===== src/rtl/count_uart_tx.sv =====
// Streams each new value of the 4-bit counter as an ASCII hex character over an 8N1 UART line.
// A single pending slot holds the most recent unsent value; overwriting it raises a sticky overrun flag.
module count_uart_tx #(
  parameter int CLKS_PER_BIT = 868
) (
  input  logic       clk,
  input  logic       rst_n,
  input  logic [3:0] count,
  input  logic       tx_en,
  input  logic       ovr_clr,
  output logic       tx,
  output logic       busy,
  output logic       overrun
);

  localparam int CW = $clog2(CLKS_PER_BIT);
  localparam logic [CW-1:0] BAUD_LAST = CW'(CLKS_PER_BIT - 1);

  typedef enum logic [1:0] {
    IDLE,
    START,
    DATA,
    STOP
  } state_t;

  state_t        r_state;
  logic [3:0]    r_prevCount;
  logic [3:0]    r_pendingData;
  logic          r_pending;
  logic          r_overrun;
  logic          r_tx;
  logic          r_busy;
  logic [CW-1:0] r_baudCnt;
  logic [2:0]    r_bitIdx;
  logic [7:0]    r_shift;

  logic w_change;
  logic w_consume;
  logic w_bitDone;

  function automatic logic [7:0] hexAscii(input logic [3:0] v);
    if (v < 4'd10) return {4'h3, v};
    else           return 8'h37 + {4'h0, v};
  endfunction

  assign w_change  = (count != r_prevCount);
  assign w_consume = (r_state == IDLE) && r_pending && tx_en;
  assign w_bitDone = (r_baudCnt == BAUD_LAST);

  // A change landing on the same edge as a consume simply refills the slot; that is not an overrun.
  always_ff @(posedge clk) begin
    if (!rst_n) begin
      r_prevCount   <= 4'd0;
      r_pendingData <= 4'd0;
      r_pending     <= 1'b0;
      r_overrun     <= 1'b0;
    end else begin
      if (w_change) begin
        r_prevCount   <= count;
        r_pendingData <= count;
        r_pending     <= 1'b1;
      end else if (w_consume) begin
        r_pending <= 1'b0;
      end

      if (w_change && r_pending && !w_consume) r_overrun <= 1'b1;
      else if (ovr_clr)                        r_overrun <= 1'b0;
    end
  end

  always_ff @(posedge clk) begin
    if (!rst_n) begin
      r_state   <= IDLE;
      r_tx      <= 1'b1;
      r_busy    <= 1'b0;
      r_baudCnt <= '0;
      r_bitIdx  <= 3'd0;
      r_shift   <= 8'd0;
    end else begin
      case (r_state)
        IDLE: begin
          r_tx      <= 1'b1;
          r_busy    <= 1'b0;
          r_baudCnt <= '0;
          r_bitIdx  <= 3'd0;
          if (w_consume) begin
            r_shift <= hexAscii(r_pendingData);
            r_tx    <= 1'b0;
            r_busy  <= 1'b1;
            r_state <= START;
          end
        end

        START: begin
          if (w_bitDone) begin
            r_baudCnt <= '0;
            r_tx      <= r_shift[0];
            r_shift   <= {1'b0, r_shift[7:1]};
            r_state   <= DATA;
          end else begin
            r_baudCnt <= r_baudCnt + CW'(1);
          end
        end

        // The shifter already dropped the bit on the line, so bit 0 is always the next one to send.
        DATA: begin
          if (w_bitDone) begin
            r_baudCnt <= '0;
            if (r_bitIdx == 3'd7) begin
              r_tx    <= 1'b1;
              r_state <= STOP;
            end else begin
              r_bitIdx <= r_bitIdx + 3'd1;
              r_tx     <= r_shift[0];
              r_shift  <= {1'b0, r_shift[7:1]};
            end
          end else begin
            r_baudCnt <= r_baudCnt + CW'(1);
          end
        end

        STOP: begin
          if (w_bitDone) begin
            r_baudCnt <= '0;
            r_busy    <= 1'b0;
            r_state   <= IDLE;
          end else begin
            r_baudCnt <= r_baudCnt + CW'(1);
          end
        end

        default: begin
          r_tx    <= 1'b1;
          r_busy  <= 1'b0;
          r_state <= IDLE;
        end
      endcase
    end
  end

  assign tx      = r_tx;
  assign busy    = r_busy;
  assign overrun = r_overrun;

endmodule


===== config.mk =====
export PLATFORM = sky130hd
export DESIGN_NAME = count_uart_tx
export DESIGN_NICKNAME = d
export VERILOG_FILES = /design/src/rtl/count_uart_tx.sv
export SDC_FILE = /design/constraint.sdc
export NUM_CORES = 1
export LEC_CHECK = 0
export CAP_MARGIN = 5
export CORE_MARGIN = 10
export CORE_UTILIZATION = 56
export CTS_CLUSTER_SIZE = 10
export DETAILED_ROUTE_END_ITERATION = 8
export MAX_ROUTING_LAYER = met4
export PLACE_DENSITY_LB_ADDON = 0.25
export SKIP_CTS_REPAIR_TIMING = 1
export SLEW_MARGIN = 25
export SYNTH_ARGS = -nofsm -noshare
export SYNTH_HDL_FRONTEND = slang
export SYNTH_SLANG_ARGS = --single-unit

===== constraint.sdc =====
create_clock -name clk -period 2.3 [get_ports clk]
set_clock_uncertainty 0.15 [all_clocks]
set_input_delay 0.23 -clock clk [delete_from_list [all_inputs] [get_ports clk]]
set_output_delay 0.23 -clock clk [all_outputs]
set_load 0.03 [all_outputs]

==> results of run 1 <==
==> power by group through the flow <==
stage / registers (mW) / logic [mW] / clock network (mW)
finish: 0.654 / 0.721 / 0.276
global route: 0.664 / 0.807 / 0.315
CTS: 0.654 / 0.700 / 0.288
detailed placement: 0.664 / 0.697 / 0
global placement: 0.660 / 0.675 / 0
floorplan: 0.681 / 0.504 / 0
==> per-layer routing <==
| metal | track usage, % | part of all wire (%) | vias up |
|---|---|---|---|
| li1 | - | - | 622 |
| met1 | 12.88 | 44 | 563 |
| met2 | 18.00 | 49 | 40 |
| met3 | 3.766 | 5.2 | 9 |
| met4 | 7.957 | 2.5 | 0 |
| met5 | - | 0 | - |
==> worst min-delay path by stage <==
stage | startpoint | endpoint | slack, ps | depth (start not counted)
2_1_floorplan | count[0] | r_pendingData[0] | 200 | 1
3_3_place_gp | r_baudCnt[0] | r_baudCnt[0] | 290 | 1
3_5_place_dp | r_baudCnt[0] | r_baudCnt[0] | 300 | 1
4_1_cts | r_baudCnt[0] | r_baudCnt[0] | 320 | 1
5_1_grt | r_baudCnt[0] | r_baudCnt[0] | 350 | 1
6_report | r_baudCnt[0] | r_baudCnt[0] | 320 | 1
==> registers in the layout (all words and copies together) (netlist names) <==
name,flops
r_bitIdx,3
overrun,1
r_pending,1
r_baudCnt,10
busy,1
r_state,2
r_pendingData,4
tx,1
r_shift,7
==> critical path, stage by stage (launching register included) <==
cell,delay (ps)
sky130_fd_sc_hd__dfxtp_1,380
sky130_fd_sc_hd__ha_2,240
sky130_fd_sc_hd__nand4b_1,170
sky130_fd_sc_hd__or3_1,410
sky130_fd_sc_hd__a222oi_1,380
sky130_fd_sc_hd__buf_4,190
sky130_fd_sc_hd__mux2i_1,170
sky130_fd_sc_hd__nor2_1,50
==> synth_stat cells (2+ instances only) <==
| master | n |
|---|---|
| sky130_fd_sc_hd__nand3_1 | 16 |
| sky130_fd_sc_hd__xnor2_1 | 7 |
| sky130_fd_sc_hd__clkbuf_1 | 6 |
| sky130_fd_sc_hd__inv_1 | 9 |
| sky130_fd_sc_hd__and2_1 | 4 |
| sky130_fd_sc_hd__nand2b_1 | 3 |
| sky130_fd_sc_hd__or3_1 | 3 |
| sky130_fd_sc_hd__a21oi_1 | 12 |
| sky130_fd_sc_hd__o21ai_0 | 4 |
| sky130_fd_sc_hd__a22oi_1 | 2 |
| sky130_fd_sc_hd__ha_1 | 9 |
| sky130_fd_sc_hd__nand3b_1 | 2 |
| sky130_fd_sc_hd__nor2_1 | 20 |
| sky130_fd_sc_hd__nand2_1 | 12 |
| sky130_fd_sc_hd__dfxtp_1 | 30 |
| sky130_fd_sc_hd__and3_1 | 3 |
| sky130_fd_sc_hd__a211oi_1 | 2 |
| sky130_fd_sc_hd__o41ai_1 | 2 |
| sky130_fd_sc_hd__xor2_1 | 6 |
| sky130_fd_sc_hd__mux2i_1 | 4 |
| sky130_fd_sc_hd__o31ai_1 | 4 |
==> metrics by stage <==
step                TNS, ps  hold slack [ps]
detailed placement        0            302.8
finish                    0            320.1
CTS                       0            322.7
floorplan                 0            201.7
global placement          0            290.7
global route         -158.7            347.8
==> logic make-up after synthesis <==
| logic type | count (synthesis) | share of synthesized area (%) |
|---|---|---|
| mux | 4 | 2.737 |
| simple gates | 69 | 23.44 |
| flops | 30 | 41.06 |
| xor+xnor | 13 | 7.784 |
| buf+inv | 16 | 4.191 |
| compound gates | 30 | 13.09 |
| fa+ha+maj | 9 | 7.699 |
==> layout make-up <==
class / instances / share of cell area, %
clock buffers: 7 / 2.709
inverters: 9 / 2.032
multi-input cells: 125 / 48.61
flip-flops and latches: 30 / 36.12
well taps: 30 / 2.257
repair buffers: 15 / 8.277
==> impl_metrics.json, run 1 <==
{
  "run_status": "finished, final reports clean",
  "fin_util_pct": 67.12,
  "portBuffers": 10,
  "avgSynthCellArea_um2": 8.554,
  "antenna_diode_count": 0,
  "postPlaceCellArea_um2": 1603,
  "yosys_most_used_dff": "sky130_fd_sc_hd__dfxtp_1",
  "synthesis.nets": 188,
  "power.switching_fraction_pct": 37.44,
  "power.static_leakage_nw": 0.6498,
  "sequentialPowerShare_pct": 39.6,
  "final.period_utilization_pct": 98.84,
  "setup.worst_path.start_class": "flip-flop",
  "chipHeight_um": 71.11,
  "setup.worst_path.end": "r_state[1]",
  "via_count": 1234,
  "tritoncts": "built",
  "share_clk_of_total_power_pct": 16.7,
  "clock_sink_count": 30,
  "maximum_number_of_pins_on_one_net_before_global_route_repair": 15,
  "power_per_cell_area_nw_per_um2": 992.8,
  "critical_path.startpoint": "r_baudCnt[0]",
  "worst_r2r_endpoint": "r_state[1]",
  "grt_antenna_before_repair": 0,
  "post_route_cells_drive_above_1_share_pct": 7.527,
  "yosys.area.top_type_share_pct": 41.06,
  "irDropWorstVdd_uv": 808.0,
  "r2r-start": "r_baudCnt[0]",
  "detailedPlacementHpwl_um": 2147,
  "asyncSetResetFlopFracSynth_pct": 0,
  "clk_root_buffer_cell": "sky130_fd_sc_hd__clkbuf_4",
  "detail_route.iter0.violations": 128,
  "area_taken_by_flip_flops_and_latches_um2": 600.6,
  "cell_area_after_layout_um2": 1663,
  "core_area_um2": 2477,
  "yosys_register_bits": 30,
  "ant_nets": 0,
  "postSynthCellCount": 171,
  "synth_warnings": 0,
  "fp.dieW_um": 71.11,
  "final.fill_count": 210,
  "insertion_delay_ps": 320,
  "detailed_router_iteration_count_before_antenna_repair": 7,
  "end_kind": "flip-flop",
  "maxSlewHeadroom_pct": 73.77,
  "placement_rows": 18,
  "worstPathRequired_ps": 2350,
  "cts_buffers": 5,
  "seq_area_frac_synth_pct": 41.06,
  "grt_first_pass_wirelength_um": 4767,
  "wl_per_cell_um": 13.32,
  "power.switching_uw": 618.1,
  "worstPathArrival_ps": 2320,
  "final-hold-violation-count": 0,
  "placer_congestion": 0.8397,
  "post_synth_main_area_contributors": "sky130_fd_sc_hd__dfxtp_1 (41%), sky130_fd_sc_hd__ha_1 (7.7%), sky130_fd_sc_hd__nand3_1 (5.5%)",
  "tightest_slew_ps": 393.5,
  "crit_fanout": 5,
  "place.detailed.instances": 208,
  "synth_largest_area_cell": "sky130_fd_sc_hd__dfxtp_1",
  "layout_commonest_cell": "sky130_fd_sc_hd__dfxtp_1",
  "nNetsFinal": 203,
  "dpl_worst_slack_ps": 29.45,
  "post-route-drc-count": 0,
  "cap_violations": 0,
  "drt_wl_total_um": 2877,
  "timing_max_transition_violations_final": 0,
  "finalCriticalPeriod_ps": 2273,
  "layoutNonFillerInstCount": 216,
  "final_cell_mix": "sky130_fd_sc_hd__dfxtp_1 (30), sky130_fd_sc_hd__nor2_1 (20), sky130_fd_sc_hd__nand3_1 (16)",
  "worstRegToRegCells": 7,
  "via_per_inst": 5.713,
  "clk_transition_reported_paths_ps": 90,
  "synth.cell_area_um2": 1463,
  "start_util_pct": 59.04,
  "multi_input_comb_area_um2": 808.3,
  "track_usage_pct": 11.82,
  "timing.fmax_ghz": 0.4399,
  "die_area_um2": 5056,
  "cts_htree_levels": 2,
  "power.share.combinational_pct": 43.7,
  "totalPowerFinal_mw": 1.651,
  "io_pins": 11,
  "netlist_cell_types": 32,
  "p_int_mw": 1.033,
  "worst_hold_path_type": "reg -> reg",
  "synth_enable_flop_cells": 0,
  "timing.reg2reg.setup_slack_ps": 30,
  "cts.path.max_buffers": 2,
  "grt_pass1_vias": 1142,
  "report.final.setup_viol": 0,
  "path_class": "reg -> reg",
  "grt_overflow_total": 0,
  "layout-area-overhead-vs-synth_pct": 13.69,
  "setup_slack_ps": 26.76
}
Note: power is estimated with default switching activity, not from simulation.
==> inputs of run 2 (changes only) <==
Settings changed: CAP_MARGIN 5 to unset, CORE_MARGIN 10 to 2.
==> run 2 against run 1 <==
Effect of this change:
- combinational power decreased by 3.9%
- sequential power increased by 0.9%
- critical endpoint unchanged
- power fell by 1.1%
- largest cell class unchanged
==> impl_metrics.json, run 2 (synthesized netlist as in run 1, its figures left out) <==
{
  "detailed_router_iteration_count_before_antenna_repair": 5,
  "drt_wl_total_um": 2577,
  "cap_violations": 0,
  "postPlaceCellArea_um2": 1603,
  "cell_area_after_layout_um2": 1667,
  "fp.dieW_um": 55.11,
  "timing.fmax_ghz": 0.4643,
  "dpl_worst_slack_ps": 108.4,
  "ant_nets": 0,
  "portBuffers": 10,
  "io_pins": 11,
  "final-hold-violation-count": 0,
  "insertion_delay_ps": 320,
  "layout_commonest_cell": "sky130_fd_sc_hd__dfxtp_1",
  "irDropWorstVdd_uv": 933.3,
  "grt_pass1_vias": 1033,
  "cts_buffers": 5,
  "power_per_cell_area_nw_per_um2": 979.4,
  "crit_fanout": 5,
  "maxSlewHeadroom_pct": 67.88,
  "worst_hold_path_type": "reg -> reg",
  "run_status": "finished, final reports clean",
  "clk_transition_reported_paths_ps": 90,
  "die_area_um2": 3037,
  "clock_sink_count": 30,
  "placement_rows": 18,
  "cts.path.max_buffers": 2,
  "wl_per_cell_um": 11.99,
  "registers_with_the_most_flip_flops": "r_baudCnt: 10 flops, r_shift: 7 flops, r_pendingData: 4 flops",
  "final.period_utilization_pct": 93.63,
  "chipHeight_um": 55.11,
  "setup.worst_path.start_class": "flip-flop",
  "registers.top_by_ff_count": "r_baudCnt",
  "power.static_leakage_nw": 0.6456,
  "clk_root_buffer_cell": "sky130_fd_sc_hd__clkbuf_4",
  "timing_max_transition_violations_final": 0,
  "tritoncts": "built",
  "grt_first_pass_wirelength_um": 4133,
  "post-route-drc-count": 0,
  "timing.reg2reg.setup_slack_ps": 150,
  "report.final.setup_viol": 0,
  "worstPathArrival_ps": 2210,
  "setup_total_negative_slack_ps": 0,
  "track_usage_pct": 20.30,
  "grt_overflow_total": 0,
  "largest_register_ffs": 10,
  "path_class": "reg -> reg",
  "placer_congestion": 0.8415,
  "via_count": 1190,
  "via_per_inst": 5.535,
  "tightest_slew_ps": 481.8,
  "finalCriticalPeriod_ps": 2154,
  "grt_antenna_before_repair": 0,
  "core_area_um2": 2477,
  "maximum_number_of_pins_on_one_net_before_global_route_repair": 15,
  "detail_route.iter0.violations": 21,
  "final_cell_mix": "sky130_fd_sc_hd__dfxtp_1 (29), sky130_fd_sc_hd__nor2_1 (20), sky130_fd_sc_hd__nand3_1 (16)",
  "cts_htree_levels": 2,
  "start_util_pct": 59.04,
  "nNetsFinal": 202,
  "finalHoldWorstSlack_ps": 312.3,
  "setup_slack_ps": 146.4,
  "layout-area-overhead-vs-synth_pct": 13.94,
  "antenna_diode_count": 0,
  "post_route_cells_drive_above_1_share_pct": 7.568,
  "end_kind": "flip-flop",
  "worstPathRequired_ps": 2350,
  "detailedPlacementHpwl_um": 1906
}
## run 2: metal layers
| layer | GRT usage (%) | routed length, um | up-vias |
|---|---|---|---|
| met5 | - | 0 | - |
| met1 | 23.12 | 1222 | 551 |
| met2 | 31.35 | 1199 | 19 |
| met4 | 10.57 | 44 | 0 |
| met3 | 7.258 | 109 | 6 |
| li1 | - | - | 614 |
## run 2: per-stage QoR
| step | total power [mW] | utilization [%] | std cells |
|---|---|---|---|
| floorplan | 1.185 | - | 171 |
| global placement | 1.332 | 64.70 | 208 |
| detailed placement | 1.358 | 64.70 | 208 |
| CTS | 1.636 | 66.52 | 215 |
| global route | 1.754 | 67.27 | 215 |
| finish | 1.632 | 67.27 | 215 |
## run 2: critical path: stages (launching register included)
cell and delay [ps]:
sky130_fd_sc_hd__dfxtp_1 390, sky130_fd_sc_hd__ha_4 180, sky130_fd_sc_hd__nand4b_1 150, sky130_fd_sc_hd__or3_1 410, sky130_fd_sc_hd__a222oi_1 480, sky130_fd_sc_hd__mux2i_1 230, sky130_fd_sc_hd__nor2_1 50
## run 2: layout make-up
class	instances	area (um2)
Clock buffer	7	45.04
Fill cell	212	810.8
Inverter	9	33.78
Multi-Input combinational cell	125	818.3
Sequential cell	30	601.8
Tap cell	30	37.54
Timing Repair Buffer	14	130.1
## run 2: final timing paths
path                                    from      endpoint  cells past startpoint
worst max register to register  r_baudCnt[1]    r_state[1]                      6
worst min register to register  r_baudCnt[0]  r_baudCnt[0]                      1
worst max-delay path            r_baudCnt[1]    r_state[1]                      6
worst min-delay path            r_baudCnt[0]  r_baudCnt[0]                      1
## run 2: report_power, final
part / internal [mW] / leakage (nW) / total [mW] / switching (mW)
Sequential: 0.599 / 0.245 / 0.660 / 0.0611
Clock: 0.115 / 0.0254 / 0.279 / 0.164
Combinational: 0.303 / 0.375 / 0.693 / 0.390
==> inputs of run 3 (changes only) <==
Settings changed: CORE_UTILIZATION 56 to 60, DONT_BUFFER_PORTS set to 1, SETUP_SLACK_MARGIN set to 0.15.
==> run 3 against run 2 <==
Effect of this change:
- via count is 3.4% higher
- count of clock-buffer cells in the layout stayed put
- sequential power is 5.9% higher
- largest power group is now sequential cells
- non-clock buffer count is 4 lower
- global-route usage is 4.1 points higher
- maximum frequency is 1.5% higher
==> impl_metrics.json, run 3 (synthesized netlist as in run 1, its figures left out) <==
{
  "via_per_inst": 5.862,
  "antenna_diode_count": 0,
  "tightest_slew_ps": 394.9,
  "final-hold-violation-count": 0,
  "critical_path_buf_inv_count": 2,
  "postPlaceCellArea_um2": 1496,
  "layout_commonest_cell": "sky130_fd_sc_hd__dfxtp_1",
  "detailedPlacementHpwl_um": 2047,
  "clock_sink_count": 30,
  "insertion_delay_ps": 330,
  "registers_with_the_most_flip_flops": "r_baudCnt: 10 flops, r_shift: 7 flops, r_pendingData: 4 flops",
  "start_util_pct": 64.87,
  "worst_hold_path_type": "in -> reg",
  "cts.path.max_buffers": 2,
  "cpMaxStageDelayCell": "sky130_fd_sc_hd__dfxtp_1",
  "timing.fmax_ghz": 0.4712,
  "detailed_router_iteration_count_before_antenna_repair": 5,
  "clk_transition_reported_paths_ps": 80,
  "critPathMaxStageDelay_ps": 400,
  "crit_fanout": 4,
  "layout-area-overhead-vs-synth_pct": 12.75,
  "worstPathRequired_ps": 2350,
  "clk_root_buffer_cell": "sky130_fd_sc_hd__clkbuf_4",
  "drt_wl_total_um": 2945,
  "cts_htree_levels": 2,
  "rsz0062_at_grt": "false",
  "worstPathArrival_ps": 2170,
  "chipHeight_um": 53.38,
  "die_area_um2": 2849,
  "grt_antenna_before_repair": 0,
  "power_per_cell_area_nw_per_um2": 1036,
  "core_area_um2": 2255,
  "via_count": 1231,
  "portBuffers": 0,
  "maximum_number_of_pins_on_one_net_before_global_route_repair": 15,
  "report.final.setup_viol": 0,
  "post_route_cells_drive_above_1_share_pct": 10.44,
  "ant_nets": 0,
  "detail_route.iter0.violations": 65,
  "finalCriticalPeriod_ps": 2122,
  "setup.worst_path.start_class": "flip-flop",
  "io_pins": 11,
  "track_usage_pct": 24.39,
  "final.fill_count": 179,
  "crit_family": "simple AND/OR/NAND/NOR gates",
  "largest_register_ffs": 10,
  "timing_max_transition_violations_final": 0,
  "tritoncts": "built",
  "final_cell_mix": "sky130_fd_sc_hd__dfxtp_1 (27), sky130_fd_sc_hd__nor2_1 (20), sky130_fd_sc_hd__nand3_1 (16)",
  "fp.dieW_um": 53.38,
  "grt_first_pass_wirelength_um": 4850,
  "power.static_leakage_nw": 0.6482,
  "fin_util_pct": 73.14,
  "wl_per_cell_um": 14.02,
  "grt_overflow_total": 0,
  "path_cells": "inv_1, ha_1, or3_1, a222oi_1, buf_4, mux2i_1, nor2_1",
  "setup_total_negative_slack_ps": 0,
  "irDropWorstVdd_uv": 947.6,
  "path_class": "reg -> reg",
  "maxSlewHeadroom_pct": 73.64,
  "placer_congestion": 0.8176,
  "end_kind": "flip-flop",
  "nNetsFinal": 198,
  "final.period_utilization_pct": 92.26,
  "cell_area_after_layout_um2": 1649,
  "placement_rows": 17,
  "post-route-drc-count": 0,
  "totalPowerFinal_mw": 1.709,
  "registers.top_by_ff_count": "r_baudCnt",
  "cap_violations": 0,
  "cts_buffers": 5,
  "run_status": "finished, final reports clean",
  "grt_pass1_vias": 1181
}
==> run 3: changes by cell type in the layout (fill, tap and decap cells not counted), moves of 2 or more <==
cell,previous run,this run
sky130_fd_sc_hd__clkdlybuf4s50_1,10,0
sky130_fd_sc_hd__dfxtp_1,29,27
sky130_fd_sc_hd__dfxtp_2,1,3
sky130_fd_sc_hd__dlygate4sd3_1,0,6
==> run 3: final timing paths <==
check / startpoint / to / slack (ps) / cells after the start
worst min-delay path: count[1] / r_pending / 40 / 4
worst max register to register: r_state[1] / r_state[1] / 180 / 7
worst min register to register: r_baudCnt[0] / r_baudCnt[0] / 300 / 1
worst max-delay path: r_state[1] / r_state[1] / 180 / 7
==> run 3: where the power goes <==
group	leakage [nW]	internal, mW	total [mW]	switching (mW)
Sequential	0.246	0.602	0.699	0.0967
Clock	0.0353	0.148	0.319	0.171
Combinational	0.367	0.300	0.692	0.392
Total	0.648	1.05	1.71	0.659
==> run 3: per-layer routing <==
metal | vias to the layer above | global-route usage (%) | wire length, um
li1 | 612 | - | -
met4 | 0 | 8.974 | 44
met5 | - | - | 0
met3 | 7 | 7.910 | 239
met2 | 42 | 36.01 | 1362
met1 | 570 | 31.05 | 1298
==> run 3: metrics by stage <==
step	hold WS [ps]	setup slack [ps]	instances
after floorplan	201.7	159.9	171
after global placement	146.4	190.4	195
after detailed placement	148.5	84.96	195
after CTS	-189.4	74.60	203
after global routing	94.71	107.8	210
final	38.81	178.0	210
==> run 3: worst register-to-register path: cells and delay by family (launching register included) <==
| kind | cells | cell delay [ps] |
|---|---|---|
| mux | 1 | 200 |
| fa+ha+maj | 1 | 220 |
| compound gates | 1 | 330 |
| flops | 1 | 400 |
| simple gates | 2 | 420 |
| buf+inv | 2 | 290 |
==> run 3: layout make-up <==
type / count / area, um2 / area share [%]
clock buffer: 7 / 55.05 / 3.338
timing repair buffer: 10 / 90.09 / 5.463
sequential: 30 / 604.3 / 36.65
multi-input combinational: 125 / 825.8 / 50.08
inverter: 9 / 33.78 / 2.049
clock inverter: 1 / 5.005 / 0.3035
tap: 28 / 35.03 / 2.124
